<file path="src/rtl/gpio_edge_irq.sv">
// gpio_edge_irq: per-pin resynchronisation, optional debounce, rising/falling
// edge detection under enable masks, sticky write-1-to-clear status and a
// registered level interrupt.
//
// Build option: define GPIO_DEBOUNCE_EN to insert the per-pin debounce
// counters. Without it the debounced level simply follows the synchroniser.
module gpio_edge_irq #(
    parameter int WIDTH      = 2,
    parameter int DEB_CYCLES = 16
) (
    input  logic        clk,
    input  logic        rst_n,
    input  logic [31:0] pin_i,
    input  logic [31:0] rise_en,
    input  logic [31:0] fall_en,
    input  logic [31:0] clr,
    input  logic        clr_valid,
    output logic [31:0] level_o,
    output logic [31:0] status_o,
    output logic        irq
);

    logic [WIDTH-1:0] s1;
    logic [WIDTH-1:0] s2;
    logic [WIDTH-1:0] level;
    logic [WIDTH-1:0] level_next;
    logic [WIDTH-1:0] rise;
    logic [WIDTH-1:0] fall;
    logic [WIDTH-1:0] clr_mask;
    logic [WIDTH-1:0] status;
    logic [WIDTH-1:0] status_next;

    // Two-flop synchroniser per pin, nothing between the stages.
    // NOTE: every sequential block uses <= so all flops sample pre-edge values.
    always_ff @(posedge clk or negedge rst_n) begin
        if (!rst_n) begin
            s1 <= '0;
            s2 <= '0;
        end else begin
            s1 <= pin_i[WIDTH-1:0];
            s2 <= s1;
        end
    end

`ifdef GPIO_DEBOUNCE_EN
    localparam int CW = $clog2(DEB_CYCLES + 1);
    localparam logic [CW-1:0] CNT_LAST = CW'(DEB_CYCLES - 1);

    logic [CW-1:0]    cnt [WIDTH];
    logic [WIDTH-1:0] accept;

    // A pin's new level is accepted once it has differed for DEB_CYCLES samples.
    // NOTE: always_comb assigns every output on every path, so no latch is inferred.
    always_comb begin
        accept = '0;
        for (int i = 0; i < WIDTH; i++) begin
            accept[i] = (s2[i] != level[i]) && (cnt[i] == CNT_LAST);
        end
        level_next = level ^ accept;
    end

    // Per-pin stability counters; any return to the held level restarts the count.
    // NOTE: the counter array is reset explicitly because a reset mid-debounce must discard the count.
    always_ff @(posedge clk or negedge rst_n) begin
        if (!rst_n) begin
            for (int i = 0; i < WIDTH; i++) cnt[i] <= '0;
        end else begin
            for (int i = 0; i < WIDTH; i++) begin
                if (s2[i] == level[i]) begin
                    cnt[i] <= '0;
                end else if (cnt[i] == CNT_LAST) begin
                    cnt[i] <= '0;
                end else begin
                    cnt[i] <= cnt[i] + 1'b1;
                end
            end
        end
    end
`else
    assign level_next = s2;
`endif

    // Edge detection on the accepted update and sticky status with set-over-clear.
    always_comb begin
        rise        = level_next & ~level;
        fall        = ~level_next & level;
        clr_mask    = clr[WIDTH-1:0] & {WIDTH{clr_valid}};
        status_next = (status & ~clr_mask)
                    | (rise & rise_en[WIDTH-1:0])
                    | (fall & fall_en[WIDTH-1:0]);
    end

    // Level, status and irq registered together so irq always matches status.
    always_ff @(posedge clk or negedge rst_n) begin
        if (!rst_n) begin
            level  <= '0;
            status <= '0;
            irq    <= 1'b0;
        end else begin
            level  <= level_next;
            status <= status_next;
            irq    <= |status_next;
        end
    end

    assign level_o  = 32'(level);
    assign status_o = 32'(status);

    // Pins above WIDTH have no logic; fold their inputs into a sink.
    if (WIDTH < 32) begin : g_unused
        logic unused_hi;
        assign unused_hi = ^{pin_i[31:WIDTH], rise_en[31:WIDTH],
                             fall_en[31:WIDTH], clr[31:WIDTH]};
    end

endmodule

</file>
<file path="config.mk">
export PLATFORM = sky130hd
export DESIGN_NAME = gpio_edge_irq
export DESIGN_NICKNAME = d
export VERILOG_FILES = /design/src/rtl/gpio_edge_irq.sv
export SDC_FILE = /design/constraint.sdc
export NUM_CORES = 1
export LEC_CHECK = 0
export BUFFER_PORTS_ARGS = -buffer_cell sky130_fd_sc_hd__buf_2
export CAP_MARGIN = 20
export CORE_AREA = 2 2 77 79
export DETAILED_ROUTE_END_ITERATION = 6
export DIE_AREA = 0 0 79 81
export PLACE_DENSITY_LB_ADDON = 0.05
export SYNTH_ARGS = -nofsm -noshare
export SYNTH_HDL_FRONTEND = slang
export SYNTH_SLANG_ARGS = --single-unit
</file>
<file path="constraint.sdc">
create_clock -name clk -period 1.2 [get_ports clk]
set_clock_uncertainty 0.15 [all_clocks]
set_input_delay 0 -clock clk [delete_from_list [all_inputs] [get_ports clk]]
set_output_delay 0 -clock clk [all_outputs]
set_load 0.01 [all_outputs]
</file>
# Word level (Yosys, flattened, before mapping)
# Index checks and enable logic that the tools add are counted.
# totals
register_bits	9
output_inout_bits	65
# op_classes
bitwise	11
n_reduce_logical	1
# ops
cell	count
$and A2 B2 Y2	6
$not A2 Y2	3
$or A2 B2 Y2	2
$reduce_or A2 Y1	1

# Longest topological paths before layout
# Gate-level depths: netlist of run 1.
# depth
ltp_word	6
depth_mapped	3

# Least setup slack after synthesis of run 1
# Ideal clock, no wire load.
# synth_path
path_kind	register to register
startpoint	reg status[1]
endpoint	reg irq
synth_period_minus_slack_ns	1.070
arrival_time_ns	0.791
slack_ns	0.130
n_path_buf	0
t_required_ns	0.921
path_stages_with_launch	4
path_cell_list	dfrtp_1 a21bo_1 o211ai_2 nand3b_1
# synth_via
elab_chain_len	4
# synth_rtl
item	line	text
start: declaration	30	logic [WIDTH-1:0] status;
start signal: assignment	101	status <= status_next;
$and A2 B2 Y2	88	status_next = (status & ~clr_mask)
$or A2 B2 Y2	89	| (rise & rise_en[WIDTH-1:0])
$or A2 B2 Y2	90	| (fall & fall_en[WIDTH-1:0]);
named net status_next[1]	31	logic [WIDTH-1:0] status_next;
$reduce_or A2 Y1	102	irq <= |status_next;
end signal: assignment	102	
end: declaration	20	output logic irq
# The timed path passes the listed nets, and every way through them passes these cells.

# Final worst setup path of run 1
# Same ends and word-level chain as after synthesis.

==> results of run 1 <==
## cells by family after synthesis
kind of cell / synth area share
other: 0.00501
and+or+nand+nor: 0.0451
buffers and inverters: 0.607
DFF: 0.301
AOI/OAI and AO/OA: 0.0418
## stage by stage
stage | util | instance area, um^2 | worst slack, ps
4_1_cts | 0.147 | 833 | 84.9
2_1_floorplan | - | 970 | 130
6_report | 0.147 | 833 | 109
3_3_place_gp | 0.121 | 688 | 73.8
5_1_grt | 0.147 | 833 | 53.2
3_5_place_dp | 0.121 | 688 | 92.5
## final timing paths
| kind | slack [ps] | cells after the start | end |
|---|---|---|---|
| max | 110 | 3 | irq$_DFF_PN0_ |
| min in group clk | 200 | 0 | level_next[1]$_DFF_PN0_ |
| max in group asynchronous | 710 | 2 | level_next[1]$_DFF_PN0_ |
| min reg2reg | 200 | 0 | level_next[1]$_DFF_PN0_ |
| max reg2reg | 110 | 3 | irq$_DFF_PN0_ |
| min | 6 | 2 | irq$_DFF_PN0_ |
## critical path: stages (launching register included)
cell and delay (ps):
dfrtp_1 370, a21bo_1 180, o211ai_2 100, nand3b_1 170
## per-layer routing
| metal | track usage | part of all wire |
|---|---|---|
| met5 | 0 | 0 |
| met4 | 0.0155 | 0.0074 |
| met3 | 0.0122 | 0.13 |
| met2 | 0.0542 | 0.50 |
| met1 | 0.0350 | 0.36 |
## power groups by stage
stage	clock network [mW]	logic, mW	registers, mW
floorplan	0	0.250	0.352
global placement	0	0.163	0.348
detailed placement	0	0.162	0.346
CTS	0.351	0.186	0.343
global route	0.370	0.213	0.346
finish	0.347	0.188	0.342
## layout by cell type, fill, tap and decap left out
| master | count |
|---|---|
| clkbuf_8 | 3 |
| dfrtp_1 | 9 |
| clkbuf_1 | 1 |
| a21bo_1 | 1 |
| nand2_1 | 3 |
| conb_1 | 60 |
| dlygate4sd3_1 | 10 |
| inv_1 | 1 |
| buf_2 | 15 |
| nand3b_1 | 3 |
| a32oi_1 | 1 |
| o211ai_2 | 1 |
## cell type report
type | instances | area [um^2]
sequential | 9 | 225
tap | 75 | 93.8
multi-input combinational | 69 | 290
fill | 677 | 4840
clock buffer | 4 | 45.0
timing repair buffer | 25 | 175
inverter | 1 | 3.75
## registers in the layout (all words and copies together), names as in the netlist
name,count
level,2
s1,2
status,2
level_next,2
irq,1
==> summary.md, run 1 <==
| Metric | Value |
|---|---|
| Top-area cell type share of the netlist area | 0.602 |
| Net count, final | 240 |
| Number of global-route vias before repair | 342 |
| Core Area | 5680 um^2 |
| Worst r2r src | status[1]$_DFF_PN0_ |
| Final hold vios | 0 |
| Leak | 0.452 nW |
| Worst-path fanout max | 2 |
| Residual DRC count | 0 |
| Initial antenna violation count | 0 |
| Die H | 81 um |
| Final worst path period share | 0.909 |
| Top-level port count | 196 |
| Worst setup path start | status[1]$_DFF_PN0_ |
| CTS clk-pin slew, worst paths | 50 ps |
| Crit start category | flip-flop |
| Area Growth Syn to Fin | 11.4% |
| Internal power | 619 uW |
| Min Tclk post-route | 1090 ps |
| MaxCap Viol Count | 0 |
| Via count | 406 |
| Commonest cells in the synthesized netlist | buf_4 (60), dfrtp_1 (9), nand2_1 (3), nand3b_1 (3) |
| Req. time, crit path | 1160 ps |
| Post-synthesis register bit count | 9 |
| Yosys warns | 0 |
| CTS buffer count | 3 |
| Routability Congestion | 0.675 |
| Cell taking the most area after synthesis | buf_4 |
| Cells after synthesis | 80 |
| Pwr Density | 1050 nW/um^2 |
| Grt ovf | 0 |
| Most frequent cell after synthesis | buf_4 |
| Die area | 6400 um^2 |
| Clk pwr share | 0.395 |
| Max clock buf depth | 2 |
| GRT Util Overall | 0.0319 |
| Syn Std Cell Area | 748 um^2 |
| Avg Inst Size Synth | 9.35 um^2 |
| Post-DP HPWL | 942 um |
| Ranking of synthesized cells by area | buf_4 (60%), dfrtp_1 (30%), nand3b_1 (3.0%), o211ai_2 (1.7%), nand2_1 (1.5%) |
| Worst hold slack | 6.48 ps |
| Seq/Total Area, Yosys | 0.301 |
| Share of cells above drive strength 1 | 0.176 |
| Flop pwr share | 0.390 |
| Die width | 79 um |
| Net switching power | 258 uW |
| Antenna-violating nets left | 0 |
| DR pass1 iterations | 1 |
| CTS Hold Bufs | 10 |
| Placed cells | 169 |
| First-pass GRT wire length | 1.50 mm |
| Primary FF master, synth | dfrtp_1 |
| Root Driver | clkbuf_8 |
| Post-Layout Cell Count | 183 |
| VDD IR max | 0.284 mV |
| DR WL/cell | 5.88 um |
| Post-synth EDFFs | 0 |
| Slew Limit Fails | 0 |
| Worst Hold Class | primary input to async pin |
| Row Count | 28 |
| Number of port buffers | 15 |
| Initial Util | 0.132 |
| Worst skew pair latency | 230 ps |
| DRT Wirelength | 1.08 mm |
| Post_cts resized | 0 |
| CP Capture Type | flip-flop |
| Number of vias per cell | 2.22 |
| CTS tree | yes |
| Distinct cells, synth | 9 |
| Total power | 877 uW |
| Largest net degree at the start of global routing | 10 |
| Post-CTS setup repair buffer count | 0 |
| Fmax | 0.917 GHz |
| Final antenna diode count | 0 |
| Logic gate share of total power | 0.215 |
| Setup violators final | 0 |
| Clock Sinks | 9 |
| Sw Share | 0.294 |
| DRT iter0 DRCs | 0 |
| Critical path class | flip-flop to flip-flop |
| RSZ-0062 raised after global routing | false |
| Status | completed |
| CP arrival | 1050 ps |
| Htree depth | 1 |
| Post-synth ARST share | 1.00 |
| TNS Setup | 0 ps |
(Power assumes the default switching activity.)
==> inputs of run 2 (changes only) <==
- PLACE_DENSITY: default -> 0.57
- PLACE_DENSITY_LB_ADDON: 0.05 -> default
==> summary.md, run 2 (synthesis gave the netlist of run 1 again) <==
| Metric | Value |
|---|---|
| Final hold vios | 0 (unchanged) |
| VDD IR max | 0.743 mV (was 0.284 mV) |
| Flop-to-flop setup slack | 120 ps (was 110 ps) |
| Row Count | 28 (unchanged) |
| Routed wl met3 | 141 um (was 145 um) |
| Die area | 6400 um^2 (unchanged) |
| GRT Util Overall | 0.0297 (was 0.0319) |
| Worst skew pair latency | 230 ps (about the same) |
| Design Area, Final | 843 um^2 (was 833 um^2) |
| Via count | 422 (was 406) |
| Worst-path fanout max | 2 (unchanged) |
| Worst hold slack | 197 ps (was 6.48 ps) |
| Routability Congestion | 0.646 (was 0.675) |
| Pre-CTS setup slack | 120 ps (was 92.5 ps) |
| CTS tree | yes (unchanged) |
| Area Growth Syn to Fin | 12.7% (was 11.4%) |
| Clock Sinks | 9 (unchanged) |
| Most frequent cells in the layout | conb_1 (60), buf_2 (15), dlygate4sd3_1 (11), dfrtp_1 (9) (was conb_1 (60), buf_2 (15), dlygate4sd3_1 (10), dfrtp_1 (9)) |
| Worst Hold Class | flip-flop to flip-flop (was primary input to async pin) |
| Top-level port count | 196 (unchanged) |
| Antenna-violating nets left | 0 (unchanged) |
| Die H | 81 um (unchanged) |
| Core Area | 5680 um^2 (unchanged) |
| DR pass1 iterations | 3 (was 1) |
| Wl on met1 | 296 um (was 383 um) |
| CTS clk-pin slew, worst paths | 50 ps (about the same) |
| Placed Area | 688 um^2 (unchanged) |
| Register Area | 225 um^2 (unchanged) |
| Number of port buffers | 15 (unchanged) |
| Htree depth | 1 (unchanged) |
| Post-Layout Cell Count | 184 (was 183) |
| Multi-input logic area | 290 um^2 (unchanged) |
| Setup violators final | 0 (unchanged) |
| Logic gate share of total power | 0.213 (was 0.215) |
| RSZ-0062 raised after global routing | false (unchanged) |
| Req. time, crit path | 1160 ps (about the same) |
| Fmax | 0.923 GHz (was 0.917 GHz) |
| Max incr delay on CP | 380 ps (was 370 ps) |
| Largest net degree at the start of global routing | 10 (unchanged) |
| CP arrival | 1040 ps (was 1050 ps) |
| DR WL/cell | 5.43 um (was 5.88 um) |
| TNS Setup | 0 ps (unchanged) |
| Die width | 79 um (unchanged) |
| Net switching power | 259 uW (was 258 uW) |
| Number of global-route vias before repair | 304 (was 342) |
| CP Cell Sequence | a21bo_1 > o211ai_2 > nand3b_1 (unchanged) |
| MaxCap Viol Count | 0 (unchanged) |
| Sw Share | 0.294 (about the same) |
| Final worst path period share | 0.903 (was 0.909) |
| Internal power | 621 uW (was 619 uW) |
| Post-DP HPWL | 743 um (was 942 um) |
| Max clock buf depth | 2 (unchanged) |
| Flop pwr share | 0.388 (was 0.390) |
| Leak | 0.456 nW (was 0.452 nW) |
| Post-CTS setup repair buffer count | 0 (unchanged) |
| Filler cells | 657 (was 677) |
| Placed cells | 169 (unchanged) |
| Pwr Density | 1040 nW/um^2 (was 1050 nW/um^2) |
| Commonest non-fill, non-tap cell in the layout | conb_1 (unchanged) |
| Final Core Density | 0.149 (was 0.147) |
| Min Tclk post-route | 1080 ps (was 1090 ps) |
| DRT Wirelength | 999 um (was 1.08 mm) |
| Clk pwr share | 0.399 (was 0.395) |
| CTS buffer count | 3 (unchanged) |
| Net count, final | 241 (was 240) |
| Slew Limit Fails | 0 (unchanged) |
| Crit start category | flip-flop (unchanged) |
| Worst path slowest cell | dfrtp_1 (unchanged) |
| First-pass GRT wire length | 1.33 mm (was 1.50 mm) |
| Number of vias per cell | 2.29 (was 2.22) |
| DRT iter0 DRCs | 5 (was 0) |
| Total power | 880 uW (was 877 uW) |
| Initial antenna violation count | 0 (unchanged) |
| Grt ovf | 0 (unchanged) |
| Share of cells above drive strength 1 | 0.174 (was 0.176) |
| Residual DRC count | 0 (unchanged) |
| CP Capture Type | flip-flop (unchanged) |
| Fin worst setup slack | 116 ps (was 109 ps) |
| Root Driver | clkbuf_8 (unchanged) |
| Status | completed (unchanged) |
| Critical path class | flip-flop to flip-flop (unchanged) |
| Met2 wire length | 529 um (was 538 um) |
| Initial Util | 0.132 (unchanged) |
| Top sig layer | met4 (unchanged) |
| Final antenna diode count | 0 (unchanged) |
run 2: timing repair:
item | 4_1_cts | 5_1_grt
resized for setup | 0 | 0
hold buffers | 11 | 0
endpoints found under the hold margin | 14 | 0
run 2: critical path, delay by kind of cell, from the launching register on:
family | cells | cell delay, ps
and+or+nand+nor | 1 | 160
DFF | 1 | 380
AOI/OAI and AO/OA | 2 | 270
run 2: final timing paths:
check	from	to	cells after the start
setup / recovery	status[1]$_DFF_PN0_	irq$_DFF_PN0_	3
hold / removal	s1[1]$_DFF_PN0_	level_next[1]$_DFF_PN0_	0
setup reg to reg	status[1]$_DFF_PN0_	irq$_DFF_PN0_	3
hold reg to reg	s1[1]$_DFF_PN0_	level_next[1]$_DFF_PN0_	0
max in group asynchronous	rst_n	level_next[0]$_DFF_PN0_	3
min in group asynchronous	rst_n	status[1]$_DFF_PN0_	3
run 2: final cells by class:
| type | count | area share |
|---|---|---|
| Sequential cell | 9 | 0.267 |
| Inverter | 1 | 0.00445 |
| Tap cell | 75 | 0.111 |
| Multi-Input combinational cell | 69 | 0.344 |
| Timing Repair Buffer | 26 | 0.220 |
| Clock buffer | 4 | 0.0534 |
run 2: power groups by stage:
stage	Clock, mW	Combinational [mW]	Sequential [mW]
2_1_floorplan	0	0.250	0.352
3_3_place_gp	0	0.157	0.345
3_5_place_dp	0	0.158	0.344
4_1_cts	0.360	0.184	0.342
5_1_grt	0.377	0.213	0.345
6_report	0.351	0.188	0.341
run 2: metal layers:
metal / global-route usage / vias up
li1: - / 186
met5: 0 / -
met2: 0.0525 / 46
met4: 0.0310 / 0
met1: 0.0255 / 186
met3: 0.0100 / 4
